<file path="src/rtl/s2pc_receiver.sv">
// ---------------------------------------------------------------------------
// s2pc_receiver -- serial-to-parallel frame receiver
//
// Receives WIDTH data bits LSB first on sin, one per clock, starting with the
// cycle in which start is high. The completed word is presented on p_out
// together with a one-cycle valid pulse. A start seen while a frame is in
// progress is ignored.
//
// Optional feature (macro S2PC_PARITY_EN): one even-parity bit follows the
// last data bit. p_out/valid move one cycle later and parity_err reports the
// XOR of all data bits and the parity bit. With the macro undefined the
// parity state is absent and parity_err is tied to 0.
//
// Parameters:
//   WIDTH       data bits per frame, 2..32
// Ports:
//   clk         clock, rising edge
//   rst         synchronous active-high reset
//   start       frame-start strobe, coincident with data bit 0 on sin
//   sin         serial data, LSB first
//   p_out       last completed frame (registered)
//   valid       one-cycle pulse, p_out updated this cycle
//   busy        high while a frame is being received after its start cycle
//   parity_err  parity result for the frame flagged by valid
// ---------------------------------------------------------------------------

// Controller: sequences IDLE -> SHIFT (-> PARITY) -> IDLE.
module s2pc_ctrl (
   input  logic clk,
   input  logic rst,
   input  logic start,
   input  logic last_bit,   // datapath is sampling data bit WIDTH-1
   output logic first_bit,  // load bit 0 and restart the counter
   output logic shift_en,   // sample sin at the counter position
   output logic done,       // frame complete: update p_out and pulse valid
   output logic busy
);

`ifdef S2PC_PARITY_EN
   typedef enum logic [1:0] {IDLE = 2'd0, SHIFT = 2'd1, PARITY = 2'd2} state_t;
`else
   typedef enum logic [1:0] {IDLE = 2'd0, SHIFT = 2'd1} state_t;
`endif

   state_t state_q, state_d;

   // NOTE: sequential state uses non-blocking assignments so every flop
   // samples the pre-edge values regardless of process ordering.
   always_ff @(posedge clk) begin
      if (rst) state_q <= IDLE;
      else     state_q <= state_d;
   end

   // NOTE: every output of this block is given a default first, so no path
   // leaves a variable unassigned and no latch is inferred.
   always_comb begin
      state_d   = state_q;
      first_bit = 1'b0;
      shift_en  = 1'b0;
      done      = 1'b0;
      case (state_q)
         IDLE: begin
            if (start) begin
               first_bit = 1'b1;
               state_d   = SHIFT;
            end
         end
         SHIFT: begin
            // start is ignored here; sin is always data
            shift_en = 1'b1;
            if (last_bit) begin
`ifdef S2PC_PARITY_EN
               state_d = PARITY;
`else
               done    = 1'b1;
               state_d = IDLE;
`endif
            end
         end
`ifdef S2PC_PARITY_EN
         PARITY: begin
            done    = 1'b1;
            state_d = IDLE;
         end
`endif
         default: state_d = IDLE;
      endcase
   end

   assign busy = (state_q != IDLE);

endmodule

// Datapath: shift register, bit counter, output register and flags.
module s2pc_dpath #(
   parameter int WIDTH = 8
) (
   input  logic             clk,
   input  logic             rst,
   input  logic             sin,
   input  logic             first_bit,
   input  logic             shift_en,
   input  logic             done,
   output logic             last_bit,
   output logic [WIDTH-1:0] p_out,
   output logic             valid,
   output logic             parity_err
);

   localparam int CW = $clog2(WIDTH);

   logic [CW-1:0]    count_q, count_d;
   logic [WIDTH-1:0] shift_q, shift_d;
   logic [WIDTH-1:0] p_out_q, p_out_d;
   logic             valid_q, valid_d;

   assign last_bit = (count_q == CW'(WIDTH - 1));

   // NOTE: the shift register is reset along with everything else because
   // reset must leave all state at zero; it is small, so this costs nothing.
   always_ff @(posedge clk) begin
      if (rst) begin
         count_q <= '0;
         shift_q <= '0;
         p_out_q <= '0;
         valid_q <= 1'b0;
      end else begin
         count_q <= count_d;
         shift_q <= shift_d;
         p_out_q <= p_out_d;
         valid_q <= valid_d;
      end
   end

   always_comb begin
      count_d = count_q;
      shift_d = shift_q;
      p_out_d = p_out_q;
      valid_d = 1'b0;
      if (first_bit) begin
         // clear stale bits so a new frame never carries old data
         shift_d    = '0;
         shift_d[0] = sin;
         count_d    = CW'(1);
      end else if (shift_en) begin
         shift_d[count_q] = sin;
         count_d          = last_bit ? '0 : count_q + CW'(1);
      end
      // p_out is only ever written here, so mid-frame shifting never shows
      if (done) begin
         valid_d = 1'b1;
`ifdef S2PC_PARITY_EN
         p_out_d = shift_q;            // sin carries the parity bit
`else
         p_out_d = shift_d;            // includes the last data bit from sin
`endif
      end
   end

`ifdef S2PC_PARITY_EN
   logic parity_err_q, parity_err_d;

   always_ff @(posedge clk) begin
      if (rst) parity_err_q <= 1'b0;
      else     parity_err_q <= parity_err_d;
   end

   // even parity: XOR over data and parity bit is 0 for a good frame;
   // held between valid pulses, p_out updates regardless
   always_comb begin
      parity_err_d = parity_err_q;
      if (done) parity_err_d = (^shift_q) ^ sin;
   end

   assign parity_err = parity_err_q;
`else
   assign parity_err = 1'b0;
`endif

   assign p_out = p_out_q;
   assign valid = valid_q;

endmodule

// Top: controller plus datapath.
module s2pc_receiver #(
   parameter int WIDTH = 8
) (
   input  logic             clk,
   input  logic             rst,
   input  logic             start,
   input  logic             sin,
   output logic [WIDTH-1:0] p_out,
   output logic             valid,
   output logic             busy,
   output logic             parity_err
);

   logic last_bit, first_bit, shift_en, done;

   s2pc_ctrl u_ctrl (
      .clk       (clk),
      .rst       (rst),
      .start     (start),
      .last_bit  (last_bit),
      .first_bit (first_bit),
      .shift_en  (shift_en),
      .done      (done),
      .busy      (busy)
   );

   s2pc_dpath #(.WIDTH(WIDTH)) u_dpath (
      .clk        (clk),
      .rst        (rst),
      .sin        (sin),
      .first_bit  (first_bit),
      .shift_en   (shift_en),
      .done       (done),
      .last_bit   (last_bit),
      .p_out      (p_out),
      .valid      (valid),
      .parity_err (parity_err)
   );

endmodule

</file>
<file path="config.mk">
export PLATFORM = sky130hd
export DESIGN_NAME = s2pc_receiver
export DESIGN_NICKNAME = d
export VERILOG_FILES = /design/src/rtl/s2pc_receiver.sv
export SDC_FILE = /design/constraint.sdc
export NUM_CORES = 1
export LEC_CHECK = 0
export BUFFER_PORTS_ARGS = -buffer_cell sky130_fd_sc_hd__buf_4
export CAP_MARGIN = 20
export CELL_PAD_IN_SITES_DETAIL_PLACEMENT = 2
export CELL_PAD_IN_SITES_GLOBAL_PLACEMENT = 2
export CORE_MARGIN = 3
export CORE_UTILIZATION = 37
export CTS_BUF_LIST = sky130_fd_sc_hd__clkbuf_8
export CTS_CLUSTER_SIZE = 10
export DETAILED_ROUTE_END_ITERATION = 12
export PLACE_DENSITY = 0.92
export RECOVER_POWER = 25
export SLEW_MARGIN = 40
export SYNTH_ARGS = -nofsm -noshare
export SYNTH_HDL_FRONTEND = slang
export SYNTH_SLANG_ARGS = --single-unit
export TNS_END_PERCENT = 10
</file>
<file path="constraint.sdc">
create_clock -name clk -period 3.8 [get_ports clk]
set_clock_uncertainty 0.2 [all_clocks]
set_input_delay 0.19 -clock clk [delete_from_list [all_inputs] [get_ports clk]]
set_output_delay 0.19 -clock clk [all_outputs]
set_load 0.005 [all_outputs]
</file>
==> flow_metrics.env <==
export IMPL_crit_slowest_cell="dfxtp_1"
export IMPL_finalCritPeriodShare_pct=57.2
export IMPL_leakage_nw=0.406
export IMPL_clkSinkCount=21
export IMPL_grt_pass1_wl_um=3750
export IMPL_grt_total_usage_pct=15.0
export IMPL_worstSetupPathType="reg -> reg"
export IMPL_htree_levels=1
export IMPL_tns_ns=0
export IMPL_insertion_delay_ns=0.26
export IMPL_numCtsBuffers=3
export IMPL_nets=113
export IMPL_cp_cell_sequence="ha_1 -> ha_1 -> and2_1 -> nand2b_1 -> o22ai_1"
export IMPL_synth_edf_count=0
export IMPL_gp_congestion=0.671
export IMPL_tightestPinTransition_ns=0.610
export IMPL_holdBufCountCts=0
export IMPL_post_cts_resized=0
export IMPL_die_h_um=55.8
export IMPL_finalCriticalPeriod_ns=2.17
export IMPL_io_buffer_count=13
export IMPL_internal_power_w=0.000309
export IMPL_drive_above_1_share_pct=19.8
export IMPL_cp_common_cell="ha_1"
export IMPL_antenna_found_initial=0
export IMPL_cts_clk_slew_worst_paths_ns=0.08
export IMPL_rows=17
export IMPL_powerDensity_nw_per_um2=389
export IMPL_yosysSeqAreaShare_pct=45.8
export IMPL_root_buffer="clkbuf_8"
export IMPL_combinationalPowerShare_pct=6.6
export IMPL_antenna_cells=0
export IMPL_rsz0062_at_grt="false"
export IMPL_power_frac_seq_pct=57.0
export IMPL_hold_viol_final=0
export IMPL_grt_ovfl_total=0
export IMPL_fmax_mhz=460
export IMPL_hold_depth=3
export IMPL_ys_types=30
export IMPL_ys_flop_type="dfxtp_1"
export IMPL_drc=0
export IMPL_hpwlAfterDp_um=1530
export IMPL_drv_slew=0
export IMPL_cp_arrival_ns=2.16
export IMPL_holdWs_ns=0.0337
export IMPL_hold_path_class="in -> reg"
export IMPL_async_reset_ff_share_pct=0
export IMPL_syn_nets=104
export IMPL_worst_ep_required_time_ns=3.78
export IMPL_setup_viol=0
export IMPL_ff2ff_path_depth=5
export IMPL_drt_total_wl_um=2190
export IMPL_switching_share_pct=24.1
export IMPL_slew_headroom_pct=59.3
export IMPL_cp_end_kind="flip-flop"
export IMPL_die_x_um=55.8
export IMPL_post_cts_buffers=0
export IMPL_area_growth_pct=13.9
export IMPL_ir_drop_mv=0.231
export IMPL_ys_seq_elements=21
export IMPL_syn_avg_cell_area_um2=9.37
export IMPL_wire_per_inst_um=16.4
export IMPL_critPathMaxFanout=15
export IMPL_vias=741
export IMPL_syn_inst=98
export IMPL_initial_core_util_pct=40.4
export IMPL_antenna_left=0
export IMPL_grt_max_degree=22
export IMPL_max_stage_delay_ns=0.55
export IMPL_drt_pre_antenna_iters=4
export IMPL_maxCapViolations=0
export IMPL_start_kind="flip-flop"
export IMPL_drt_iter0_drc=6
export IMPL_yosysWarnings=0
export IMPL_ios=15
export IMPL_cts_tree="yes"
export IMPL_synth_area_um2=918
export IMPL_avgViaCountPerCell=5.53
export IMPL_switchingPower_w=0.0000982
export IMPL_clockBufferDepth=2
export IMPL_status="completed"
export IMPL_dieArea_um2=3120
export IMPL_grt_pass1_vias=792
export IMPL_p_clk_share_pct=36.3
export IMPL_core_um2=2280
==> state kept, by name, summed over array words and instances (netlist names) <==
signal,count
u_dpath.p_out,8
u_dpath.shift_q,8
u_dpath.count_q,3
u_ctrl.state_q,1
u_dpath.valid,1
==> synth_stat cells, types with 2 or more instances <==
cell type	count	share of area, %
a211oi_1	2	1.6
a21oi_1	8	4.4
a311oi_1	2	1.9
buf_2	2	1.1
buf_4	2	1.6
clkbuf_1	4	1.6
dfxtp_1	21	46
ha_1	2	2.7
inv_1	3	1.2
mux2i_1	5	5.4
nand2b_1	6	4.1
nand3_1	2	1.1
nand3b_1	4	3.3
nand4b_1	2	1.9
nor2_1	9	3.7
nor3_1	6	3.3
nor3b_1	3	2.5
o22ai_1	3	2.0
==> cell usage in the layout (no fill, tap or decap) <==
master / instances
inv_1: 3
nand3b_1: 4
dfxtp_1: 21
o31ai_1: 1
nor2_1: 9
nor3_1: 6
nor3b_1: 3
a21o_1: 1
a311oi_1: 2
o22ai_1: 3
or2_2: 1
a21oi_1: 8
nand4b_1: 2
and4bb_2: 1
a311oi_2: 1
a211oi_1: 2
buf_4: 6
nand2b_1: 6
nand3_1: 2
nand4_1: 1
o21ai_0: 1
conb_1: 1
nand2_1: 1
mux2i_1: 5
clkbuf_4: 7
clkbuf_8: 3
clkinv_2: 1
ha_1: 2
and2_1: 1
or4b_4: 1
==> cells by family after synthesis <==
family / synth area share [%]
flip-flops: 45.8
AND/OR/NAND/NOR: 25.1
adder cells (fa/ha/maj): 2.72
other: 0.408
AO/OA/AOI/OAI: 13.8
buffers and inverters: 6.81
multiplexers: 5.45
==> cell type report <==
cell class                 count  area [µm²]
multi-input combinational     65         435
clock buffer                   3        41.3
timing repair buffer          13        97.6
fill                         252        1230
tap                           28        35.0
inverter                       3        11.3
clock inverter                 1        5.00
sequential                    21         420
==> worst paths after layout <==
path | from | to | slack, ns
setup / recovery | u_dpath.count_q[0]$_SDFFE_PP0P_ | u_dpath.p_out[4]$_SDFFE_PP0P_ | 1.63
hold / removal | start | u_ctrl.state_q[0]$_SDFFE_PP0P_ | 0.03
setup reg to reg | u_dpath.count_q[0]$_SDFFE_PP0P_ | u_dpath.p_out[4]$_SDFFE_PP0P_ | 1.63
hold reg to reg | u_dpath.shift_q[7]$_SDFF_PP0_ | u_dpath.shift_q[7]$_SDFF_PP0_ | 0.30
==> power groups by stage <==
stage | clock network (W) | logic (W) | registers, W
after floorplan | 0 | 0.0000267 | 0.000230
after global placement | 0 | 0.0000258 | 0.000237
after detailed placement | 0 | 0.0000272 | 0.000238
after CTS | 0.000154 | 0.0000274 | 0.000232
after global routing | 0.000167 | 0.0000300 | 0.000234
final | 0.000148 | 0.0000270 | 0.000232
==> critical path, delay by kind of cell, from the launching register on <==
family,cells,cell delay [ns]
DFF,1,0.55
adders and majority gates,2,0.40
and+or+nand+nor,2,0.73
AOI/OAI and AO/OA,1,0.21
==> stage by stage <==
| step | utilization (%) | cell area (µm²) | cells | total power, W | setup WS, ns |
|---|---|---|---|---|---|
| 2_1_floorplan | - | 918 | 98 | 0.000257 | 2.13 |
| 3_3_place_gp | 43.9 | 1000 | 130 | 0.000262 | 1.82 |
| 3_5_place_dp | 43.9 | 1000 | 130 | 0.000265 | 1.66 |
| 4_1_cts | 46.0 | 1050 | 134 | 0.000413 | 1.61 |
| 5_1_grt | 46.0 | 1050 | 134 | 0.000431 | 1.44 |
| 6_report | 46.0 | 1050 | 134 | 0.000407 | 1.63 |
==> layer usage <==
layer	wire length [µm]	track usage (%)	vias to the layer above
li1	-	-	359
met1	903	17.1	362
met2	1180	27.0	16
met3	85	3.25	4
met4	24	6.10	0
met5	0	0	-
(Power assumes the default switching activity.)
